**src/rtl/stack_upstream_tx.sv**
```systemverilog
// Stack Bus upstream transmitter: round-robin lane arbiter, message framer
// and a single registered output stage toward one manager.

module stack_upstream_tx_lane #(
    parameter int TYPE_W = 2,
    parameter int DATA_W = 64
) (
    input  logic              valid,
    input  logic              last,
    input  logic [TYPE_W-1:0] src_type,
    input  logic [DATA_W-1:0] src_data,
    input  logic              sel,
    input  logic              out_empty,
    output logic              req,
    output logic              ready,
    output logic              valid_g,
    output logic              last_g,
    output logic [TYPE_W-1:0] type_g,
    output logic [DATA_W-1:0] data_g
);
    // Gated outputs are zero unless this lane owns the grant, so the top can OR-merge them.
    assign req     = valid;
    assign ready   = sel & out_empty;
    assign valid_g = sel & valid;
    assign last_g  = sel & last;
    assign type_g  = sel ? src_type : '0;
    assign data_g  = sel ? src_data : '0;
endmodule

module stack_upstream_tx #(
    parameter int NUM_SRC     = 4,
    parameter int SRC_ID_W    = 2,
    parameter int DATA_W      = 64,
    parameter int TYPE_W      = 2,
    parameter int OOB_W       = 8,
    parameter int MAX_PKT_LEN = 64,
    parameter int LEN_W       = 7
) (
    input  logic                      clk,
    input  logic                      reset_poweron,
    input  logic [NUM_SRC-1:0]        src__stu__valid,
    input  logic [NUM_SRC-1:0]        src__stu__last,
    input  logic [NUM_SRC*TYPE_W-1:0] src__stu__type,
    input  logic [NUM_SRC*DATA_W-1:0] src__stu__data,
    output logic [NUM_SRC-1:0]        stu__src__ready,
    output logic                      stu__mgr__valid,
    output logic [1:0]                stu__mgr__cntl,
    output logic [TYPE_W-1:0]         stu__mgr__type,
    output logic [DATA_W-1:0]         stu__mgr__data,
    output logic [OOB_W-1:0]          stu__mgr__oob_data,
    input  logic                      mgr__stu__ready,
    output logic [15:0]               stu__sys__pkt_count,
    output logic                      stu__sys__overrun
);
    localparam logic [1:0] CNTL_MOM     = 2'b00;
    localparam logic [1:0] CNTL_SOM     = 2'b01;
    localparam logic [1:0] CNTL_EOM     = 2'b10;
    localparam logic [1:0] CNTL_SOM_EOM = 2'b11;

    typedef enum logic {IDLE, XFER} state_t;

    typedef struct packed {
        logic              vld;
        logic [1:0]        cntl;
        logic [TYPE_W-1:0] typ;
        logic [DATA_W-1:0] data;
        logic [OOB_W-1:0]  oob;
    } up_word_t;

    state_t                           state_q, state_d;
    logic [SRC_ID_W-1:0]              grant_q, rr_ptr_q, arb_lane, rr_next;
    logic                             arb_found;
    logic [LEN_W-1:0]                 count_q, count_inc;
    up_word_t                         out_q, out_d;
    logic                             out_empty;
    logic                             accept, force_end, msg_end, end_word;
    logic [15:0]                      pkt_count_q;
    logic                             overrun_q;

    logic [NUM_SRC-1:0]               lane_req, lane_sel, lane_vld_g, lane_last_g;
    logic [NUM_SRC-1:0][TYPE_W-1:0]   lane_type_g;
    logic [NUM_SRC-1:0][DATA_W-1:0]   lane_data_g;
    logic                             g_valid, g_last;
    logic [TYPE_W-1:0]                g_type;
    logic [DATA_W-1:0]                g_data;

    assign out_empty = !out_q.vld | mgr__stu__ready;

    for (genvar i = 0; i < NUM_SRC; i++) begin : g_lane
        assign lane_sel[i] = (state_q == XFER) && (grant_q == SRC_ID_W'(i));

        stack_upstream_tx_lane #(
            .TYPE_W (TYPE_W),
            .DATA_W (DATA_W)
        ) u_lane (
            .valid     (src__stu__valid[i]),
            .last      (src__stu__last[i]),
            .src_type  (src__stu__type[i*TYPE_W +: TYPE_W]),
            .src_data  (src__stu__data[i*DATA_W +: DATA_W]),
            .sel       (lane_sel[i]),
            .out_empty (out_empty),
            .req       (lane_req[i]),
            .ready     (stu__src__ready[i]),
            .valid_g   (lane_vld_g[i]),
            .last_g    (lane_last_g[i]),
            .type_g    (lane_type_g[i]),
            .data_g    (lane_data_g[i])
        );
    end

    always_comb begin
        g_type = '0;
        g_data = '0;
        for (int i = 0; i < NUM_SRC; i++) begin
            g_type = g_type | lane_type_g[i];
            g_data = g_data | lane_data_g[i];
        end
        g_valid = |lane_vld_g;
        g_last  = |lane_last_g;
    end

    // First requester at or above rr_ptr, wrapping.
    always_comb begin
        arb_found = 1'b0;
        arb_lane  = '0;
        for (int k = 0; k < NUM_SRC; k++) begin
            if (!arb_found && lane_req[(int'(rr_ptr_q) + k) % NUM_SRC]) begin
                arb_found = 1'b1;
                arb_lane  = SRC_ID_W'((int'(rr_ptr_q) + k) % NUM_SRC);
            end
        end
    end

    assign rr_next = (grant_q == SRC_ID_W'(NUM_SRC - 1)) ? '0 : grant_q + 1'b1;

    always_ff @(posedge clk or posedge reset_poweron) begin
        if (reset_poweron) state_q <= IDLE;
        else               state_q <= state_d;
    end

    always_comb begin
        state_d   = state_q;
        out_d     = out_q;
        accept    = 1'b0;
        force_end = 1'b0;
        msg_end   = 1'b0;
        end_word  = 1'b0;
        count_inc = count_q + 1'b1;
        if (out_empty) out_d.vld = 1'b0;
        case (state_q)
            IDLE: begin
                if (arb_found) state_d = XFER;
            end
            XFER: begin
                accept    = g_valid & out_empty;
                force_end = accept && !g_last && (count_inc == LEN_W'(MAX_PKT_LEN));
                end_word  = g_last | force_end;
                msg_end   = accept & end_word;
                if (accept) begin
                    out_d.vld  = 1'b1;
                    out_d.typ  = g_type;
                    out_d.data = g_data;
                    out_d.oob  = OOB_W'(grant_q);
                    if (count_q == '0) out_d.cntl = end_word ? CNTL_SOM_EOM : CNTL_SOM;
                    else               out_d.cntl = end_word ? CNTL_EOM : CNTL_MOM;
                end
                if (msg_end) state_d = IDLE;
            end
            default: state_d = IDLE;
        endcase
    end

    always_ff @(posedge clk or posedge reset_poweron) begin
        if (reset_poweron) begin
            out_q       <= '0;
            grant_q     <= '0;
            rr_ptr_q    <= '0;
            count_q     <= '0;
            pkt_count_q <= '0;
            overrun_q   <= 1'b0;
        end else begin
            out_q <= out_d;
            if (state_q == IDLE && arb_found) begin
                grant_q <= arb_lane;
                count_q <= '0;
            end else if (accept) begin
                count_q <= count_inc;
            end
            if (msg_end) begin
                rr_ptr_q    <= rr_next;
                pkt_count_q <= pkt_count_q + 16'd1;
            end
            if (force_end) overrun_q <= 1'b1;
        end
    end

    assign stu__mgr__valid     = out_q.vld;
    assign stu__mgr__cntl      = out_q.cntl;
    assign stu__mgr__type      = out_q.typ;
    assign stu__mgr__data      = out_q.data;
    assign stu__mgr__oob_data  = out_q.oob;
    assign stu__sys__pkt_count = pkt_count_q;
    assign stu__sys__overrun   = overrun_q;
endmodule

```
**config.mk**
```make
export PLATFORM = sky130hd
export DESIGN_NAME = stack_upstream_tx
export DESIGN_NICKNAME = d
export VERILOG_FILES = /design/src/rtl/stack_upstream_tx.sv
export SDC_FILE = /design/constraint.sdc
export NUM_CORES = 1
export LEC_CHECK = 0
export CORE_AREA = 2 2 145 147
export CTS_CLUSTER_SIZE = 8
export DETAILED_ROUTE_END_ITERATION = 10
export DIE_AREA = 0 0 147 149
export PLACE_DENSITY = 0.7
export RECOVER_POWER = 100
export SKIP_LAST_GASP = 1
export SYNTH_ARGS = -nofsm -noshare
export SYNTH_HDL_FRONTEND = slang
export SYNTH_HIERARCHICAL = 1
export SYNTH_SLANG_ARGS = --single-unit
```
**constraint.sdc**
```tcl
create_clock -name clk -period 8.6 [get_ports clk]
set_input_delay 1.72 -clock clk [delete_from_list [all_inputs] [get_ports clk]]
set_output_delay 1.72 -clock clk [all_outputs]
set_load 0.1 [all_outputs]
```
Word level (Yosys, flattened, before mapping)
Cells that the tools add are included.

storage, ports and cells
  register bits = 100
  input bits = 275
  output and inout port bits = 98
  word-level logic and storage cells = 117

cells by class
  add/sub/neg operators = 6
  $lt $le $gt $ge = 4
  equality and inequality tests = 4
  multiplexer cells = 42
  bitwise logic cells = 26
  reductions and logical operators = 24

operators with widths
  operator               number
  $mux 64                4
  $or 64x64->64          3
  $mux 77                2
  $mux 2                 12
  $mux 1                 17
  $add 16x1->16 const B  1
  $and 1x1->1            14
  $mux 7                 2
  $lt 3x4->1 const B     3
  $logic_and 1x1->1      10
  $bmux 1 s2             4
  $reduce_or 4->1        2
  $add 7x1->7 const B    1
  $eq 7x7->1 const B     1
  $logic_not 7->1        1
  $or 2x2->2             3
  $reduce_or 2->1        3
  $logic_not 1->1        5
  $add 2x1->2 const B    2
  $add 2x2->2 const B    2
  $eq 2x2->1 const B     2
  $and 1x1->1 const A    3
  $lt 2x3->1 const B     1
  $eq 2x1->1 const B     1
  6 further kinds        7

Logic depth before layout (Yosys ltp)
  depth in word-level cells = 16
  gate-level depth with buffers = 12
  gate-level depth less buffers = 10

Cells and area by module
The synthesis kept the hierarchy.

by module, submodules not included
  module                  times used  cells each  area an instance (um^2)  sequential area each (um^2)
  stack_upstream_tx       1           464         4,540.6                  2,502.4
  stack_upstream_tx_lane  4           77          506.7                    0.0

Worst setup path after synthesis
OpenSTA, ideal clock, no wires.

  path kind = in2out
  start point = in mgr__stu__ready
  end point = out stu__src__ready[0]
  arrival time = 2.399 ns
  required time = 6.880 ns
  path slack = 4.481 ns
  cell stages on the path = 2
  path buffers = 0
  path through = nand2b_1 > and2_2

on the way
  longest elaborated chain between the ends = 2

ends and longest elaborated chain
  element             line  RTL
  start: declaration  51    input logic mgr__stu__ready,
  $or 1x1->1          87    assign out_empty = !out_q.vld | mgr__stu__ready;
  $and 1x1->1         23    assign ready = sel & out_empty;
  end: declaration    45    output logic [NUM_SRC-1:0] stu__src__ready,

Every way passes these cells.

Worst setup path after layout
  start point = in src__stu__valid[0]
  end point = reg pkt_count_q[5] (netlist: stu__sys__pkt_count[5])

on the way
  longest elaborated chain between the ends = 8

ends and longest elaborated chain
  element                          line  RTL
  start: declaration               41    input logic [NUM_SRC-1:0] src__stu__valid,
  $and 1x1->1 (*)                  24    assign valid_g = sel & valid;
  net lane_vld_g[0]                80    logic [NUM_SRC-1:0] lane_req, lane_sel, lane_vld_g, lane_last_g;
  $reduce_or 4->1 (*)              118   g_valid = |lane_vld_g;
  $and 1x1->1 (*)                  155   accept = g_valid & out_empty;
  $logic_and 1x1->1 (2 in series)  156   force_end = accept && !g_last && (count_inc == LEN_W'(MAX_PKT_LEN));
  $or 1x1->1                       157   end_word = g_last | force_end;
  $and 1x1->1 (*)                  158   msg_end = accept & end_word;
  $mux 1 (*)                       150   case (state_q)
  end signal: assignment           191   pkt_count_q <= pkt_count_q + 16'd1;
  end: declaration                 77    logic [15:0] pkt_count_q;

Mark *: on every way through the listed nets, which the timed path passes. The rest lies on a longest branch.
A chain may end at the register's enable or synchronous reset.

==> flow_summary.ini <==
[cts]
cts_hold_buf = 0
htree_num_levels = 3
clk-insertion-delay-late_ns = 0.35
cts_setup_buffers = 0
cts.path.max_buffers = 2
clockRootBuffer = clkbuf_16
cts_tree = yes
cts_made_buffers = 9
path_clk_slew_ns = 0.06
cts.sinks = 100
cts_resized = 0

[route]
routed_wl_um = 23600
antenna_left = 0
vias = 6433
detail_route.wl_per_cell_um = 17.1
routed.top_layer = met5
wl_met1_um = 9840
dr.pass1.iters = 5
drc = 0
drt_iter0_drc = 185
wl_met3_um = 1690
wl_met2_um = 11400
vias_per_cell = 4.65

[synthesis]
yosysWarningCount = 6
yosys_most_used_dff = dfrtp_1
synth_cells = 772
synth_edf_count = 0
yosysUniqueCellTypes = 43
syn_area_per_cell_um2 = 8.51
synthArstFlopShare_pct = 100
ys_ff_latch = 100
ys_seq_area_share_pct = 38.1
syn_area_um2 = 6570

[run_status]
violations = capacitance limit, slew limit
status = complete, but fails checks

[worst_setup_path]
critPathKind = input pin to flip-flop
startpoint_type = input pin
cp_max_fo = 63
required_ns = 8.82
end_kind = flip-flop
reg2reg_depth = 11
cp.arrival_ns = 6.17

[cells_and_area]
fin_nets = 1385
multi_input_area_um2 = 3690
final_core_util_pct = 51.5
area_delta_synth_final_pct = 61.3
final_cell_count_no_fill = 1382
drive_gt1_share_pct = 8.58
insertedDiodeCount = 0
regArea_um2 = 2500
nFillCells = 1955

[floorplanning]
dieArea_um2 = 21900
io_pins = 373
start_util_pct = 31.9
coreArea_um2 = 20600
die_h_um = 149
rows = 53
die_x_um = 147

[sta]
setup_viol = 0
worst_slack_ns = 2.65
min_period_ns = 5.95
clock_skew_ns = 0.0118
rsz0062_at_grt = false
worst_pin_slew_ns = 2.09
final_hold_viol_count = 0
fin_crit_sh_pct = 69.2
slew_violations = 109
finalSetupTns_ns = 0
timing.max_slew.rel_slack_pct = -39.8
fmax_mhz = 168

[global_route]
grt_pass1_vias = 6205
grt_pass1_wl_um = 35700
grt-ovfl-total = 0
grt_usage_pct = 20.8
grt_max_degree = 81
grt_antenna_before_repair = 1

[power_and_ir_drop]
internal_power_w = 0.00159
power.leakage_nw = 4.60
swShare_pct = 58.0
p_comb_share_pct = 68.7
powerDensity_nw_per_um2 = 357
p_sw_w = 0.00219
ir_drop_v = 0.000194
pwr-share-clk_pct = 11.2
sequentialPowerShare_pct = 20.2
power_w = 0.00378

[place]
preCtsSetupSlack_ns = 3.12
dpl.hpwl_um = 17400
dp.cells = 1366
port_buffers = 366
gp_congestion = 0.803

[worst_hold_path]
whs_path_depth = 2
hold_path.class = flip-flop to flip-flop

[run]
cap_viol_max_count = 2
-- placed cells by master, fill, tap and decap left out, drive strengths merged, types with 3 or more instances in the layout --
master	n
a31oi	3
xor2	8
nand2	88
ha	8
inv	10
dfrtp	100
and3	3
nand3	7
and2	282
nand4	7
clkdlybuf4s50	272
conb	6
buf	6
a21oi	5
xnor2	15
clkbuf	13
nor4	70
dlygate4sd3	94
nor2	11
clkinvlp	3
o21ai	70
nor3	7
-- state kept, by name, indices dropped and copies added (netlist names) --
name	cells
stu__mgr__oob_data	2
stu__mgr__valid	1
grant_q	2
stu__mgr__cntl	2
stu__sys__pkt_count	16
stu__mgr__type	2
stu__mgr__data	64
rr_ptr_q	2
count_q	7
stu__sys__overrun	1
state_q	1
-- kinds of logic (layout without fill, tap and decap cells) --
kind of cell    Yosys count  count (layout)  synth area share (%)
simple gates            482             482                  43.6
other cells               1               6                0.0571
buf+inv                  69             399                  5.89
mux                       2               2                 0.324
flops                   100             100                  38.1
xor+xnor                 23              23                  3.30
fa+ha+maj                 8               8                  1.52
compound gates           87              87                  7.24
-- layer usage --
metal / up-vias / GRT usage (%)
met3: 38 / 5.84
met1: 2970 / 25.1
met4: 2 / 6.88
met2: 211 / 36.1
met5: - / 0
li1: 3212 / -
-- power by group through the flow --
stage,registers [W],clock network [W],logic [W]
floorplan,0.00187,0,0.000881
global placement,0.000769,0,0.00267
detailed placement,0.000776,0,0.00268
CTS,0.000770,0.000437,0.00269
global route,0.000787,0.000457,0.00276
finish,0.000761,0.000422,0.00259
-- worst max-delay path, stage by stage --
cell	delay (ns)
dlygate4sd3_1	0.61
and2_2	0.22
or4_1	0.58
nand3_1	1.47
nor2_1	0.18
a31oi_1	1.01
nor3_1	0.17
xor2_1	0.19
-- final timing paths --
| check | slack (ns) | endpoint | start |
|---|---|---|---|
| max | 2.65 | stu__sys__pkt_count[5]$_DFFE_PP0P_ | src__stu__valid[0] |
| max reg2reg | 3.32 | stu__sys__pkt_count[5]$_DFFE_PP0P_ | grant_q[0]$_DFFE_PP0N_ |
| max in group asynchronous | 4.71 | stu__mgr__data[48]$_DFFE_PP0P_ | reset_poweron |
| min | 0.47 | stu__mgr__data[59]$_DFFE_PP0P_ | stu__mgr__data[59]$_DFFE_PP0P_ |
| min in group asynchronous | 2.36 | stu__mgr__data[13]$_DFFE_PP0P_ | reset_poweron |
| min reg2reg | 0.47 | stu__mgr__data[59]$_DFFE_PP0P_ | stu__mgr__data[59]$_DFFE_PP0P_ |
-- stage by stage --
| stage | hold slack [ns] | area, um2 |
|---|---|---|
| 2_1_floorplan | 0.471 | 6590 |
| 3_5_place_dp | 0.469 | 10300 |
| 6_report | 0.472 | 10600 |
| 5_1_grt | 0.495 | 10600 |
| 4_1_cts | 0.484 | 10600 |
| 3_3_place_gp | 0.460 | 10300 |
-- cell usage after synthesis (2+ instances only) --
library cell	count	area [um2]
a21oi_1	5	25.0
and2_1	218	1360
clkbuf_2	20	100
inv_1	11	41.3
nor2_1	11	41.3
and2_2	64	480
clkbuf_1	16	60.1
nand4_1	7	43.8
buf_2	4	20.0
o21a_1	2	15.0
nand2_1	88	330
nand2b_1	2	12.5
xor2_1	8	70.1
buf_6	8	90.1
nor4_1	69	432
buf_4	10	75.1
nor3_1	7	35.0
dfrtp_1	100	2500
a31oi_1	2	12.5
o21ai_0	70	350
nand3_1	6	30.0
xnor2_1	13	114
xnor2_2	2	32.5
and3_1	3	18.8
ha_1	8	100
-- cell type report --
type                    instances  share of cell area [%]
clock buffers                  13                    2.46
clock inverters                 3                   0.425
inverters                      11                   0.402
multi-input cells             608                    34.8
flip-flops and latches        100                    23.6
well taps                     275                    3.25
repair buffers                372                    35.0
Note: power is estimated with default switching activity, not from simulation.
